## config.mk

```make
export PLATFORM = sky130hd
export DESIGN_NAME = evt_burst_gen
export DESIGN_NICKNAME = d
export VERILOG_FILES = /design/src/rtl/evt_pkg.sv /design/src/rtl/evt_gap_timer.sv /design/src/rtl/evt_burst_gen.sv
export SDC_FILE = /design/constraint.sdc
export NUM_CORES = 1
export LEC_CHECK = 0
export BUFFER_PORTS_ARGS = -buffer_cell sky130_fd_sc_hd__buf_4
export CAP_MARGIN = 20
export CORE_AREA = 2 2 89 91
export CTS_CLUSTER_DIAMETER = 200
export DETAILED_ROUTE_END_ITERATION = 6
export DIE_AREA = 0 0 91 93
export HOLD_SLACK_MARGIN = 0.06
export PLACE_DENSITY = 0.59
export SETUP_SLACK_MARGIN = 0.4
export SLEW_MARGIN = 25
export SYNTH_ARGS = -nofsm -noshare
export SYNTH_HDL_FRONTEND = slang
export SYNTH_SLANG_ARGS = --single-unit
```

## constraint.sdc

```tcl
create_clock -name clk_in -period 6.9 [get_ports clk_in]
set_input_delay 0.69 -clock clk_in [delete_from_list [all_inputs] [get_ports clk_in]]
set_output_delay 0.69 -clock clk_in [all_outputs]
set_load 0.05 [all_outputs]
```

## src/rtl/evt_pkg.sv

```systemverilog
// Shared event-interface package: burst FSM state encoding and width helpers.
// Imported by evt_burst_gen and the downstream evt_counter.
package evt_pkg;

  typedef enum logic [1:0] {
    IDLE = 2'd0,
    RUN  = 2'd1,
    DONE = 2'd2
  } evt_burst_state_t;

  // Bits needed to hold values 0..max_val inclusive.
  function automatic int evt_width(input int max_val);
    return $clog2(max_val + 1);
  endfunction

endpackage

```

## src/rtl/evt_gap_timer.sv

```systemverilog
// Loadable down-counter spacing burst events; saturates at zero, zero_out decodes the register.
// Load takes priority over decrement; no backpressure.
module evt_gap_timer #(
  parameter int PW = 9
) (
  input  logic          clk_in,
  input  logic          rst_in,
  input  logic          load_in,
  input  logic [PW-1:0] load_val_in,
  output logic          zero_out
);

  logic [PW-1:0] r_cnt;

  always_ff @(posedge clk_in) begin
    if (!rst_in) begin
      r_cnt <= '0;
    end else if (load_in) begin
      r_cnt <= load_val_in;
    end else if (r_cnt != '0) begin
      r_cnt <= r_cnt - PW'(1);
    end
  end

  assign zero_out = (r_cnt == '0);

endmodule

```

## src/rtl/evt_burst_gen.sv

```systemverilog
// Burst generator: on accepted start emits N registered event pulses P cycles apart, then a one-cycle done.
// First event one cycle after acceptance; start ignored while busy. EVT_BURST_ABORT_EN adds abort_in/aborted_out.
module evt_burst_gen
  import evt_pkg::*;
#(
  parameter int   MAX_COUNT  = 115_200,
  parameter int   MAX_PERIOD = 256,
  localparam int  CW         = evt_width(MAX_COUNT),
  localparam int  PW         = evt_width(MAX_PERIOD)
) (
  input  logic          clk_in,
  input  logic          rst_in,
  input  logic          start_in,
  input  logic [CW-1:0] count_in,
  input  logic [PW-1:0] period_in,
`ifdef EVT_BURST_ABORT_EN
  input  logic          abort_in,
  output logic          aborted_out,
`endif
  output logic          evt_out,
  output logic          busy_out,
  output logic          done_out,
  output logic [CW-1:0] remaining_out
);

  evt_burst_state_t r_state;
  logic             r_evt;
  logic [CW-1:0]    r_rem;
  logic [PW-1:0]    r_period;

  logic             w_accept;
  logic             w_abort;
  logic             w_fire;
  logic             w_gap_zero;
  logic             w_gap_load;
  logic [PW-1:0]    w_gap_val;
  logic [CW-1:0]    w_n;
  logic [PW-1:0]    w_p;
  logic [CW-1:0]    w_rem_eff;

  assign w_accept = start_in && (r_state != RUN);

  always_comb begin
    w_n = count_in;
    if (count_in > CW'(MAX_COUNT)) w_n = CW'(MAX_COUNT);
    w_p = period_in;
    if (period_in == '0)                  w_p = PW'(1);
    else if (period_in > PW'(MAX_PERIOD)) w_p = PW'(MAX_PERIOD);
  end

`ifdef EVT_BURST_ABORT_EN
  assign w_abort = abort_in && (r_state == RUN);
`else
  assign w_abort = 1'b0;
`endif

  // remaining_out lags evt_out by one cycle; this is the count once the visible pulse is retired.
  assign w_rem_eff  = r_rem - CW'(r_evt);
  assign w_fire     = (r_state == RUN) && !w_abort && w_gap_zero && (w_rem_eff != '0);
  assign w_gap_load = w_accept || w_fire;
  assign w_gap_val  = w_accept ? (w_p - PW'(1)) : (r_period - PW'(1));

  evt_gap_timer #(.PW(PW)) u_gap (
    .clk_in      (clk_in),
    .rst_in      (rst_in),
    .load_in     (w_gap_load),
    .load_val_in (w_gap_val),
    .zero_out    (w_gap_zero)
  );

  always_ff @(posedge clk_in) begin
    if (!rst_in) begin
      r_state  <= IDLE;
      r_evt    <= 1'b0;
      r_rem    <= '0;
      r_period <= '0;
    end else begin
      r_evt <= 1'b0;
      case (r_state)
        RUN: begin
          r_rem <= w_rem_eff;
          if (w_abort || (w_rem_eff == '0)) r_state <= DONE;
          else if (w_fire)                  r_evt   <= 1'b1;
        end
        default: begin
          if (w_accept) begin
            r_rem    <= w_n;
            r_period <= w_p;
            if (w_n == '0) begin
              r_state <= DONE;
            end else begin
              r_state <= RUN;
              r_evt   <= 1'b1;
            end
          end else begin
            r_state <= IDLE;
          end
        end
      endcase
    end
  end

`ifdef EVT_BURST_ABORT_EN
  logic r_aborted;

  always_ff @(posedge clk_in) begin
    if (!rst_in) r_aborted <= 1'b0;
    else         r_aborted <= w_abort;
  end

  assign aborted_out = r_aborted;
`endif

  assign evt_out       = r_evt;
  assign busy_out      = (r_state == RUN);
  assign done_out      = (r_state == DONE);
  assign remaining_out = r_rem;

endmodule

```

==> flow_summary.ini, run 1 <==
[sta]
finalMaxSlewViolations = 0
worst_pin_slew_ns = 0.735
timing.setup.tns_ns = 0
hold_viol = 0
setup_viol = 0
skew_ns = 0.00976
period_needed_ns = 3.38
post-route-period-util_pct = 49.0
hold_slack_ns = 0.471
rsz0062_at_grt = no
relSlewSlack_pct = 50.9
max_freq_ghz = 0.296

[placed_design]
dp_hpwl_um = 5410
place.gp.congestion = 0.881
port_buffers = 48
dpl_cell_area_um2 = 2880

[routing]
detail-route-antenna-nets = 0
wl_um = 7400
vias = 2638
viasPerCell = 5.59
wl_per_cell_um = 15.7
drtIter0Drc = 263
drc = 0
first_pass_iters = 5

[final_layout]
stdcell_area_um2 = 2970
layout-drive-gt1-share_pct = 20.3
final_common_cell = buf_4
nNetsFinal = 401
n_antenna_cell = 0
final_cell_mix = buf_4 (51), nor2_1 (44), a21oi_1 (41)
fillers = 826
syn2layout_area_growth_pct = 20.4

[floorplanning]
die_w_um = 91
std_cell_rows = 32
io_pins = 49
die_height_um = 93
die-area_um2 = 8460
design.core.area_um2 = 7530
initial_core_util_pct = 32.8

[synth]
yosys.area_share.simple_pct = 30.3
synthXorXnorAreaFrac_pct = 1.42
post_synth_num_cell_types = 60
syn-cell-area_um2 = 2470
synth.mux.area_fraction_pct = 1.47
async_flop_share_pct = 0
synth-adder-area-share_pct = 1.52
yosysWarningCount = 0
syn_nets = 364
ys_seq_elements = 38
synth_cells = 332
seq_area_frac_synth_pct = 30.8
synth-compound-area-share_pct = 28.3
syn_avg_cell_area_um2 = 7.44
synth_top_family_by_area = simple AND/OR/NAND/NOR gates
ys.flop_type = dfxtp_1
synth_edf_count = 0

[critical_path]
path_common_cell = nand2_1
cp.required_ns = 7.13
reg2reg_to = u_gap.r_cnt[8]$_SDFFE_PN0P_
critical_path_class = reg2reg
crit_path_start = r_state[1]$_SDFFE_PN0P_
max_stage_delay_ns = 0.65
worst_ep_arrival_time_ns = 3.61
reg2reg_from = r_state[1]$_SDFFE_PN0P_
path_max_fanout = 30
worstSetupStartpointType = flop
regToRegSetupSlack_ns = 3.52
end_kind = flop
path_cells = nand2b_1 > buf_4 > inv_1 > nand4_1 > or3_1 > nand2_1 > ha_1 > nand2_1 > nor4b_2 > mux2i_1
r2r_cells = 10
critical-path-slowest-cell = nand4_1

[flow_run]
max-cap-violations = 0

[clocking]
cts_hold_buf = 0
cts_made_buffers = 5
clock_latency_ns = 0.30
cts.sinks = 38
cts_max_path_buffers = 2
post_cts_resized = 0
cts_tree = yes
root_buffer = clkbuf_8
clk_pin_slew_ns = 0.08
htreeDepth = 2
cts_setup_buffers = 0

[global_route]
grt_max_degree = 31
grt_pass1_vias = 2388
overflow = 0
grt_use_total_pct = 17.8
grt_pass1_wl_um = 12200
antenna_found_initial = 0

[power]
peakVddDrop_v = 0.0000813
total_power_w = 0.000778
leakage_nw = 1.14
powerDensity_nw_per_um2 = 262

[outcome]
status = finished, final reports clean

[worst_hold_path]
min_path_type = reg2reg
hold_start = r_period[8]$_SDFFE_PN0P_
whs_path_depth = 2
hold_end = r_period[8]$_SDFFE_PN0P_
==> cells in the mapped netlist (all sizes together), types with 4 or more instances <==
cell	count	area (um^2)
nor3	11	60.1
a21oi	43	223
nand4	6	37.5
nand2b	4	25.0
nand2	28	105
or3	7	48.8
o31ai	7	71.3
inv	13	48.8
dfxtp	38	761
nor2	46	180
o21ai	17	85.1
nor4	12	75.1
a221oi	4	35.0
clkbuf	13	48.8
buf	8	52.6
a31oi	9	56.3
nand3	6	30.0
nor3b	8	60.1
==> kinds of logic after synthesis <==
kind of cell	Yosys count
buffers and inverters	35
flip-flops	38
adder cells (fa/ha/maj)	3
XOR/XNOR	4
multiplexers	3
AO/OA/AOI/OAI	104
AND/OR/NAND/NOR	145
==> per-stage QoR <==
step                util, %  instances  setup WS, ns
detailed placement     38.3        464          3.58
global placement       38.3        464          3.63
finish                 39.5        472          3.52
floorplan                 -        332          3.60
global route           39.5        472          3.23
CTS                    39.5        472          3.58
==> routing by layer <==
layer / share of wire, % / routed length (um) / GRT usage, % / up-vias
met5: 0 / 0 / 0 / -
met4: 1.6 / 116 / 4.42 / 0
met3: 6.3 / 469 / 3.38 / 14
met2: 43 / 3180 / 26.9 / 107
met1: 49 / 3630 / 26.0 / 1221
li1: - / - / - / 1296
==> how the worst max path moves through the flow <==
stage,end,slack [ns]
final,u_gap.r_cnt[8]$_SDFFE_PN0P_,3.52
after global routing,u_gap.r_cnt[8]$_SDFFE_PN0P_,3.23
after CTS,u_gap.r_cnt[8]$_SDFFE_PN0P_,3.58
after detailed placement,u_gap.r_cnt[8]$_SDFFE_PN0P_,3.58
after global placement,u_gap.r_cnt[8]$_SDFFE_PN0P_,3.63
after floorplan,u_gap.r_cnt[8]$_SDFFE_PN0P_,3.60
==> cell type report <==
class	count	area, um^2	share of cell area (%)
clock inverter	1	5.00	0.168
inverter	14	52.6	1.77
timing repair buffer	51	383	12.9
clock buffer	7	86.3	2.90
sequential	38	761	25.6
tap	102	128	4.29
multi-input combinational	259	1560	52.4
==> report_power, final <==
group          leakage, nW  internal (W)  switching (W)  total, W
Sequential           0.313      0.000251      0.0000324  0.000284
Combinational        0.780      0.000128       0.000204  0.000331
Clock               0.0482     0.0000808      0.0000824  0.000163
==> sequential cells by signal (all words and copies together), names as in the netlist <==
signal / flops
r_period: 9
u_gap.r_cnt: 9
evt_out: 1
r_state: 2
remaining_out: 17
==> worst max-delay path, delay by kind of cell, from the launching register on <==
kind	cells	cell delay [ns]
multiplexers	1	0.20
buffers and inverters	2	0.73
adder cells (fa/ha/maj)	1	0.24
flip-flops	1	0.31
AND/OR/NAND/NOR	6	1.82
Note: power is estimated with default switching activity, not from simulation.
==> run 2: changes to the inputs <==
==> constraint.sdc (replaced) <==
create_clock -name clk_in -period 3.13 [get_ports clk_in]
set_input_delay 0.313 -clock clk_in [delete_from_list [all_inputs] [get_ports clk_in]]
set_output_delay 0.313 -clock clk_in [all_outputs]
set_load 0.05 [all_outputs]
==> run 2 against run 1 <==
Against the previous run:
- sequential share of layout area is 3.2 points lower
- cell count is 8.5% higher
- clock power is 140% higher
- first-iteration DRC count is 26% lower
- register-to-register slack worse by 3.3 ns
- die area stayed put
- worst setup slack worse by 3.3 ns
- highest routed layer unchanged
==> flow_summary.ini, run 2 (synthesized netlist as in run 1, its figures left out) <==
[worst_hold_path]
min_path_type = in2reg

[critical_path]
reg2reg_to = u_gap.r_cnt[7]$_SDFFE_PN0P_
end_kind = flop
critical_path_class = reg2reg
worst_ep_arrival_time_ns = 3.13
r2r_cells = 9
reg2reg_from = remaining_out[9]$_SDFFE_PN0P_
worstSetupStartpointType = flop
regToRegSetupSlack_ns = 0.19
endpoint = u_gap.r_cnt[7]$_SDFFE_PN0P_
path_max_fanout = 7
cp.required_ns = 3.32
crit_path_start = remaining_out[9]$_SDFFE_PN0P_

[power]
peakVddDrop_v = 0.000251
pwr-share-seq_pct = 31.5
leakage_nw = 1.38
p_switching_w = 0.000783
power_frac_comb_pct = 48.3
powerDensity_nw_per_um2 = 561
swShare_pct = 40.1
clockPowerShare_pct = 20.2
power.internal_w = 0.00117
total_power_w = 0.00195

[global_route]
grt_use_total_pct = 18.7
grt_max_degree = 30
overflow = 0
antenna_found_initial = 0
grt_pass1_vias = 2523
grt_pass1_wl_um = 12700

[clocking]
cts_max_path_buffers = 2
cts_hold_buf = 0
cts.sinks = 38
clock_latency_ns = 0.30
clk_pin_slew_ns = 0.08
htreeDepth = 2
cts_made_buffers = 5
cts_tree = yes
root_buffer = clkbuf_8

[floorplanning]
die_height_um = 93
initial_core_util_pct = 32.8
die-area_um2 = 8460
design.core.area_um2 = 7530
std_cell_rows = 32
die_w_um = 91
io_pins = 49

[routing]
drtIter0Drc = 194
wl_per_cell_um = 15.9
drc = 0
wl_um = 8140
viasPerCell = 5.45
vias = 2788
detail-route-antenna-nets = 0
first_pass_iters = 4

[sta]
worst_pin_slew_ns = 0.721
fin_ws_ns = 0.190
finalMaxSlewViolations = 0
setup_viol = 0
max_freq_ghz = 0.340
timing.setup.tns_ns = 0
rsz0062_at_grt = yes
hold_viol = 0
relSlewSlack_pct = 51.5
period_needed_ns = 2.94
post-route-period-util_pct = 93.9
skew_ns = 0.00805

[final_layout]
largest_reg_flops = 17
nNetsFinal = 441
multi_input_area_um2 = 1710
final_common_cell = buf_4
layout-drive-gt1-share_pct = 35.6
syn2layout_area_growth_pct = 40.9
n_antenna_cell = 0
seq_area_um2 = 779
fillers = 796
stdcell_count = 512
final_cell_mix = buf_4 (85), nor2_1 (43), a21oi_1 (37)

[placed_design]
place.gp.congestion = 0.881
dp_slack_ns = 0.0885
dp_cells = 488
port_buffers = 48
dp_hpwl_um = 5810

[outcome]
status = finished, final reports clean

[flow_run]
max-cap-violations = 0
-- run 2: worst max-delay path: stages, from the launching register on --
cell and delay (ns):
dfxtp_2 0.32, or4_4 0.54, or4_4 0.49, nand4_1 0.12
a211oi_2 0.05, buf_4 0.19, or3_4 0.36, a21oi_2 0.28
nand4_1 0.17, mux2_4 0.32
-- run 2: layer usage --
| layer | share of wire [%] | GRT usage, % |
|---|---|---|
| met5 | 0 | 0 |
| met4 | 1.4 | 5.93 |
| met3 | 6.5 | 3.87 |
| met2 | 44 | 29.0 |
| met1 | 48 | 26.1 |
-- run 2: per-stage QoR --
stage          hold WS, ns  instance area (um^2)  utilization (%)
5_1_grt              0.262                  3480             46.2
6_report             0.252                  3480             46.2
3_5_place_dp         0.459                  3080             40.9
3_3_place_gp         0.445                  3080             40.9
4_1_cts              0.250                  3370             44.8
2_1_floorplan        0.427                  2490                -
-- run 2: worst min path at each step --
stage	endpoint	startpoint	cells past startpoint
6_report	remaining_out[10]$_SDFFE_PN0P_	count_in[10]	3
5_1_grt	remaining_out[1]$_SDFFE_PN0P_	count_in[1]	3
4_1_cts	remaining_out[10]$_SDFFE_PN0P_	count_in[10]	3
3_5_place_dp	r_period[8]$_SDFFE_PN0P_	r_period[8]$_SDFFE_PN0P_	2
3_3_place_gp	r_period[8]$_SDFFE_PN0P_	r_period[8]$_SDFFE_PN0P_	2
2_1_floorplan	r_state[1]$_SDFFE_PN0P_	rst_in	2
-- run 2: power by group through the flow --
stage                     Clock [W]  Combinational [W]  Sequential (W)
after floorplan                   0           0.000499        0.000678
after global placement            0           0.000787        0.000625
after detailed placement          0           0.000793        0.000625
after CTS                  0.000401           0.000876        0.000612
after global routing       0.000418            0.00102        0.000623
final                      0.000395           0.000944        0.000615
-- run 2: final cells by class --
class | instances | share of cell area [%]
tap | 102 | 3.67
sequential | 38 | 22.4
inverter | 14 | 1.51
clock buffer | 8 | 2.91
multi-input combinational | 259 | 49.2
timing repair buffer | 91 | 20.3
-- run 2: what timing repair did --
action	CTS	global route
setup buffers	10	6
endpoints found under the setup margin	9	9
gates resized for setup	27	15
pin swaps	11	9
